===== config.mk =====
export PLATFORM = sky130hd
export DESIGN_NAME = al_accel_elw_issuer
export DESIGN_NICKNAME = d
export VERILOG_FILES = /design/src/rtl/al_accel_pkg.sv /design/src/rtl/al_accel_byte_packer.sv /design/src/rtl/al_accel_elw_issuer.sv
export SDC_FILE = /design/constraint.sdc
export NUM_CORES = 1
export LEC_CHECK = 0
export CORE_MARGIN = 2
export CORE_UTILIZATION = 45
export DETAILED_ROUTE_END_ITERATION = 8
export GPL_TIMING_DRIVEN = 0
export PLACE_DENSITY_LB_ADDON = 0.15
export SYNTH_ARGS = -nofsm -noshare
export SYNTH_HDL_FRONTEND = slang
export SYNTH_SLANG_ARGS = --single-unit

===== constraint.sdc =====
create_clock -name clk -period 3.9 [get_ports clk]
set_input_delay 0.78 -clock clk [delete_from_list [all_inputs] [get_ports clk]]
set_output_delay 0.78 -clock clk [all_outputs]
set_load 0.01 [all_outputs]

===== src/rtl/al_accel_pkg.sv =====
// Shared definitions for the element-wise issuer: FSM states, lane count and
// output-buffer byte-enable patterns.
package al_accel_pkg;

    localparam int NUM_LANES = 3;

    typedef enum logic [2:0] {
        ST_IDLE  = 3'd0,
        ST_FETCH = 3'd1,
        ST_ISSUE = 3'd2,
        ST_PACK  = 3'd3,
        ST_FLUSH = 3'd4,
        ST_DONE  = 3'd5
    } state_t;

    localparam logic [3:0] BE_NONE = 4'b0000;
    localparam logic [3:0] BE_1    = 4'b0001;
    localparam logic [3:0] BE_2    = 4'b0011;
    localparam logic [3:0] BE_3    = 4'b0111;
    localparam logic [3:0] BE_FULL = 4'b1111;

    // Byte enables for a partial word holding n valid low-order bytes
    function automatic logic [3:0] be_for_count(input logic [1:0] n);
        case (n)
            2'd1:    return BE_1;
            2'd2:    return BE_2;
            2'd3:    return BE_3;
            default: return BE_NONE;
        endcase
    endfunction

endpackage


===== src/rtl/al_accel_byte_packer.sv =====
// Little-endian byte packer: keeps up to 3 residual bytes, appends 0..3 new
// bytes per group, emits a full word once 4 bytes are available, and writes
// out a zero-padded partial word on flush.
module al_accel_byte_packer
    import al_accel_pkg::*;
(
    input  logic        clk,
    input  logic        resetn,
    input  logic        clear,
    input  logic        append,
    input  logic [23:0] in_bytes,
    input  logic [1:0]  in_cnt,
    input  logic        flush,
    output logic        wr_fire,
    output logic        ob_we,
    output logic [31:0] ob_wdata,
    output logic [3:0]  ob_be
);

    logic [23:0] res_reg, res_next;
    logic [1:0]  cnt_reg, cnt_next;
    logic [31:0] wdata_next;
    logic [3:0]  be_next;
    logic [47:0] merged;
    logic [2:0]  total;

    // New bytes land directly above the residual ones
    assign merged = {24'd0, res_reg} | ({24'd0, in_bytes} << {cnt_reg, 3'b000});
    assign total  = {1'b0, cnt_reg} + {1'b0, in_cnt};

    // Residual update and write decision
    always_comb begin
        res_next   = res_reg;
        cnt_next   = cnt_reg;
        wr_fire    = 1'b0;
        wdata_next = 32'd0;
        be_next    = BE_NONE;
        if (clear) begin
            res_next = 24'd0;
            cnt_next = 2'd0;
        end else if (append) begin
            if (total >= 3'd4) begin
                wr_fire    = 1'b1;
                wdata_next = merged[31:0];
                be_next    = BE_FULL;
                res_next   = {8'd0, merged[47:32]};
                cnt_next   = 2'(total - 3'd4);
            end else begin
                res_next = merged[23:0];
                cnt_next = total[1:0];
            end
        end else if (flush) begin
            if (cnt_reg != 2'd0) begin
                wr_fire    = 1'b1;
                wdata_next = {8'd0, res_reg};
                be_next    = be_for_count(cnt_reg);
            end
            res_next = 24'd0;
            cnt_next = 2'd0;
        end
    end

    // Residual state and registered write port
    always_ff @(posedge clk or negedge resetn) begin
        if (!resetn) begin
            res_reg  <= 24'd0;
            cnt_reg  <= 2'd0;
            ob_we    <= 1'b0;
            ob_wdata <= 32'd0;
            ob_be    <= BE_NONE;
        end else begin
            res_reg  <= res_next;
            cnt_reg  <= cnt_next;
            ob_we    <= wr_fire;
            ob_wdata <= wdata_next;
            ob_be    <= be_next;
        end
    end

endmodule


===== src/rtl/al_accel_elw_issuer.sv =====
// Element-wise lane issuer: fetches accumulator groups, runs the per-lane
// enb/rdy handshake, and hands the captured bytes to the byte packer that
// writes the output buffer.
module al_accel_elw_issuer
    import al_accel_pkg::*;
#(
    parameter int ADDR_W = 16,
    parameter int CNT_W  = 16
) (
    input  logic              clk,
    input  logic              resetn,
    input  logic              start,
    input  logic [CNT_W-1:0]  cfg_num_grp,
    input  logic [2:0]        cfg_lane_mask,
    input  logic [ADDR_W-1:0] cfg_ob_base,
    output logic              busy,
    output logic              done,
    input  logic              acc_valid,
    output logic              acc_ready,
    input  logic [31:0]       acc_d0,
    input  logic [31:0]       acc_d1,
    input  logic [31:0]       acc_d2,
    output logic [31:0]       elew_di_0_0,
    output logic [31:0]       elew_di_0_1,
    output logic [31:0]       elew_di_0_2,
    output logic              quant_act_func_enb_0,
    output logic              quant_act_func_enb_1,
    output logic              quant_act_func_enb_2,
    input  logic              quant_act_func_rdy_0,
    input  logic              quant_act_func_rdy_1,
    input  logic              quant_act_func_rdy_2,
    input  logic [7:0]        elew_do_0_0,
    input  logic [7:0]        elew_do_0_1,
    input  logic [7:0]        elew_do_0_2,
    output logic              ob_we,
    output logic [ADDR_W-1:0] ob_addr,
    output logic [31:0]       ob_wdata,
    output logic [3:0]        ob_be
);

    state_t              state_reg;
    logic [CNT_W-1:0]    num_grp_reg, grp_cnt_reg, grp_cnt_inc;
    logic [2:0]          mask_reg;
    logic [ADDR_W-1:0]   addr_reg, ob_addr_reg;
    logic [2:0]          enb_reg, lane_done_reg, rdy_vec, hs_vec;
    logic [31:0]         acc_arr [NUM_LANES];
    logic [31:0]         di_reg  [NUM_LANES];
    logic [7:0]          do_arr  [NUM_LANES];
    logic [7:0]          cap_reg [NUM_LANES];
    logic                start_ok, acc_fire, all_done, wr_fire;
    logic [23:0]         pk_bytes;
    logic [1:0]          pk_cnt;

    assign acc_arr[0] = acc_d0;
    assign acc_arr[1] = acc_d1;
    assign acc_arr[2] = acc_d2;
    assign do_arr[0]  = elew_do_0_0;
    assign do_arr[1]  = elew_do_0_1;
    assign do_arr[2]  = elew_do_0_2;
    assign rdy_vec    = {quant_act_func_rdy_2, quant_act_func_rdy_1, quant_act_func_rdy_0};

    assign elew_di_0_0 = di_reg[0];
    assign elew_di_0_1 = di_reg[1];
    assign elew_di_0_2 = di_reg[2];
    assign quant_act_func_enb_0 = enb_reg[0];
    assign quant_act_func_enb_1 = enb_reg[1];
    assign quant_act_func_enb_2 = enb_reg[2];
    assign ob_addr = ob_addr_reg;

    assign start_ok    = (state_reg == ST_IDLE) && start;
    assign acc_ready   = (state_reg == ST_FETCH);
    assign acc_fire    = acc_valid && acc_ready;
    assign busy        = (state_reg != ST_IDLE) && (state_reg != ST_DONE);
    assign done        = (state_reg == ST_DONE);
    assign hs_vec      = enb_reg & rdy_vec;
    // A lane finishing in this very cycle counts as done so PACK follows the last rdy
    assign all_done    = ((lane_done_reg | hs_vec) & mask_reg) == mask_reg;
    assign grp_cnt_inc = grp_cnt_reg + 1'b1;

    // Group sequencing
    always_ff @(posedge clk or negedge resetn) begin
        if (!resetn) begin
            state_reg   <= ST_IDLE;
            num_grp_reg <= '0;
            mask_reg    <= 3'd0;
            grp_cnt_reg <= '0;
        end else begin
            case (state_reg)
                ST_IDLE: if (start) begin
                    num_grp_reg <= cfg_num_grp;
                    mask_reg    <= cfg_lane_mask;
                    grp_cnt_reg <= '0;
                    state_reg   <= (cfg_num_grp == '0 || cfg_lane_mask == 3'd0) ? ST_FLUSH : ST_FETCH;
                end
                ST_FETCH: if (acc_valid) state_reg <= ST_ISSUE;
                ST_ISSUE: if (all_done) state_reg <= ST_PACK;
                ST_PACK: begin
                    grp_cnt_reg <= grp_cnt_inc;
                    state_reg   <= (grp_cnt_inc == num_grp_reg) ? ST_FLUSH : ST_FETCH;
                end
                ST_FLUSH: state_reg <= ST_DONE;
                default:  state_reg <= ST_IDLE;
            endcase
        end
    end

    // Operand registers and per-lane request/complete handshake
    always_ff @(posedge clk or negedge resetn) begin
        if (!resetn) begin
            enb_reg       <= 3'd0;
            lane_done_reg <= 3'd0;
            for (int i = 0; i < NUM_LANES; i++) begin
                di_reg[i]  <= 32'd0;
                cap_reg[i] <= 8'd0;
            end
        end else if (acc_fire) begin
            enb_reg       <= mask_reg;
            lane_done_reg <= 3'd0;
            for (int i = 0; i < NUM_LANES; i++) di_reg[i] <= acc_arr[i];
        end else if (state_reg == ST_ISSUE) begin
            for (int i = 0; i < NUM_LANES; i++) begin
                if (hs_vec[i]) begin
                    cap_reg[i]       <= do_arr[i];
                    lane_done_reg[i] <= 1'b1;
                    enb_reg[i]       <= 1'b0;
                end
            end
        end
    end

    // Compact the captured bytes of masked lanes, lane 0 first
    always_comb begin
        pk_bytes = 24'd0;
        pk_cnt   = 2'd0;
        for (int i = 0; i < NUM_LANES; i++) begin
            if (mask_reg[i]) begin
                pk_bytes = pk_bytes | (24'(cap_reg[i]) << {pk_cnt, 3'b000});
                pk_cnt   = pk_cnt + 2'd1;
            end
        end
    end

    // Write address: reloaded at start, advanced after every emitted word
    always_ff @(posedge clk or negedge resetn) begin
        if (!resetn) begin
            addr_reg    <= '0;
            ob_addr_reg <= '0;
        end else if (start_ok) begin
            addr_reg <= cfg_ob_base;
        end else if (wr_fire) begin
            ob_addr_reg <= addr_reg;
            addr_reg    <= addr_reg + 1'b1;
        end
    end

    al_accel_byte_packer u_packer (
        .clk      (clk),
        .resetn   (resetn),
        .clear    (start_ok),
        .append   (state_reg == ST_PACK),
        .in_bytes (pk_bytes),
        .in_cnt   (pk_cnt),
        .flush    (state_reg == ST_FLUSH),
        .wr_fire  (wr_fire),
        .ob_we    (ob_we),
        .ob_wdata (ob_wdata),
        .ob_be    (ob_be)
    );

endmodule


==> results.yml <==
clock_tree:
  clockBufferDepth: 3
  cts-root-buf: "clkbuf_16"
  post_cts_buffers: 0
  clock_latency_ns: 0.55
  htreeDepth: 1
  clock_sink_count: 258
  cts_resized: 0
  cts_inserted_buffers: 29
  hold_buffers: 0
  clk_pin_slew_ns: 0.06
  cts_tree: "done"
critical_path:
  r2r_end: "ob_addr[14]"
  end_kind: "flop"
  endpoint: "ob_addr[14]"
  cp.arrival_ns: 3.69
  start_kind: "flop"
  reg2reg_slack_ns: 0.69
  path_max_fanout: 10
  crit_required_ns: 4.38
  rr_startpoint: "mask_reg[1]"
  reg2reg_depth: 14
  cp-startpoint: "mask_reg[1]"
  worstSetupPathType: "reg -> reg"
global_routing:
  grt_pass1_vias: 9225
  grt_max_degree: 121
  antenna_found_initial: 0
  grt_overflow: 0
  grt_pass1_wl_um: 48700
  grtUsageTotal: 0.229
power_and_ir_drop:
  pwr_density_cell_mw_per_mm2: 738
  power_mw: 11.9
  p_leak_nw: 6.90
  vdd_drop_max_v: 0.000423
timing:
  min_period_ns: 3.21
  rsz0062_at_grt: "no"
  worst_slack_ns: 0.687
  max_freq_mhz: 311
  fin_skew_ns: 0.00988
  min_period_over_period: 0.824
  max_slew_margin: 0.510
  setup_violations: 0
  tightest_slew_ns: 0.732
  maxSlewViolCount: 0
  fin_setup_tns_ns: 0
  hold_viol: 0
layout:
  final_area_mm2: 0.0161
  final_common_cell: "clkdlybuf4s50_1"
  area_growth_pct: 40.2
  drive_gt1_frac: 0.177
  nNetsFinal: 1534
  final_util: 0.642
  final_cell_mix: "clkdlybuf4s50_1, dfrtp_1, nand2_1"
  num_antenna_cells: 0
  fillerInstances: 2083
detailed_routing:
  drcViolationCount: 0
  dr_total_vias: 9087
  drt-total-wl_um: 30800
  drt_pre_antenna_iters: 5
  drtIter0Drc: 688
  wire_per_inst_um: 17.9
  antenna_left: 0
  drt-vias-per-instance: 5.29
logic_synthesis:
  synth_area_mm2: 0.0115
  synth-async-reset-ratio: 1.00
  synth_nets: 1185
  synth_area_leaders: "dfrtp_1, mux2_2, nand2_1"
  synth-edff-count: 0
  synth_cell_types: 68
  avgSynthCellArea_um2: 11.3
  yosysTopAreaCell: "dfrtp_1"
  synth_cells: 1017
  synth-seq-area-share: 0.562
  yosys_warnings: 0
  ys_ff_latch: 258
  synth_ff_type: "dfrtp_1"
  netlist.area_leader.share: 0.562
placement:
  place_ws_ns: 0.632
  globalplace.congestion: 0.886
  hpwl_um: 22500
  placed_cell_area_mm2: 0.0151
  port_buffers: 316
floorplanning:
  die_x_um: 164
  die_y_um: 164
  ios: 317
  coreArea_mm2: 0.0251
  initial_core_util: 0.458
  dieArea_mm2: 0.0268
  placementRows: 58
job:
  maxCapViolCount: 0
outcome:
  status: "finished clean"
min_path:
  hp-class: "in -> async"
[where the power goes]
group / switching (mW) / leakage (nW) / internal [mW]
Sequential: 0.710 / 3.28 / 3.70
Combinational: 2.19 / 3.14 / 2.53
Clock: 1.09 / 0.480 / 1.67
[Yosys cell counts, types with 8 or more instances]
| cell type | n |
|---|---|
| o22ai_1 | 9 |
| nand3_1 | 15 |
| nand2_1 | 164 |
| nor2_2 | 8 |
| clkbuf_1 | 16 |
| o21ai_1 | 22 |
| buf_2 | 25 |
| a21oi_1 | 46 |
| a22oi_1 | 24 |
| nor2_1 | 66 |
| dfrtp_1 | 258 |
| o21ai_0 | 33 |
| xnor2_1 | 12 |
| and3_1 | 9 |
| xor2_1 | 15 |
| inv_1 | 10 |
| nand4_1 | 10 |
| mux2_2 | 129 |
| a22o_1 | 31 |
[per-layer routing]
layer / GRT usage / share of wire
met1: 0.290 / 0.42
met5: 0 / 0
met2: 0.398 / 0.49
met3: 0.0366 / 0.058
met4: 0.0789 / 0.033
[critical path, stage by stage, from the launching register on]
cell	delay [ns]
dfrtp_1	0.44
inv_1	0.10
ha_1	0.36
xor2_1	0.17
ha_1	0.16
inv_1	0.05
fa_1	0.43
nand4bb_1	0.27
inv_2	0.12
a31oi_4	0.06
inv_2	0.10
buf_2	0.26
buf_1	0.40
nand2_1	0.14
nand2_1	0.10
[stage by stage]
step                      cells  hold WS, ns
after global placement     1663        0.451
final                      1718        0.125
after global routing       1718        0.138
after detailed placement   1665        0.457
after floorplan            1017        0.457
after CTS                  1718        0.126
[area by class of cell]
class	count	area [um2]	share of cell area
multi-input cells	693	4690	0.291
clock inverters	14	156	0.00971
repair buffers	318	3220	0.200
inverters	12	45.0	0.00280
well taps	330	413	0.0256
plain buffers	54	302	0.0187
clock buffers	39	823	0.0511
flip-flops and latches	258	6460	0.401
[worst min-delay path by stage]
stage                                start               end  slack [ns]  cells after the start
after floorplan           lane_done_reg[0]  lane_done_reg[0]        0.46                      2
after global placement          ob_addr[8]        ob_addr[8]        0.45                      2
after detailed placement        ob_addr[8]        ob_addr[8]        0.46                      2
after CTS                           resetn    elew_di_0_0[2]        0.13                      1
after global routing                resetn   elew_di_0_0[25]        0.14                      1
final                               resetn    elew_di_0_0[4]        0.13                      1
[kinds of logic after synthesis]
logic type / Yosys count / share of synthesized area
AOI/OAI and AO/OA: 199 / 0.113
buffers and inverters: 66 / 0.0301
and+or+nand+nor: 329 / 0.138
muxes: 131 / 0.128
xor gates and xnor gates: 28 / 0.0226
adders and majority gates: 6 / 0.00718
DFF: 258 / 0.562
Power figures use the tool's default switching activity.
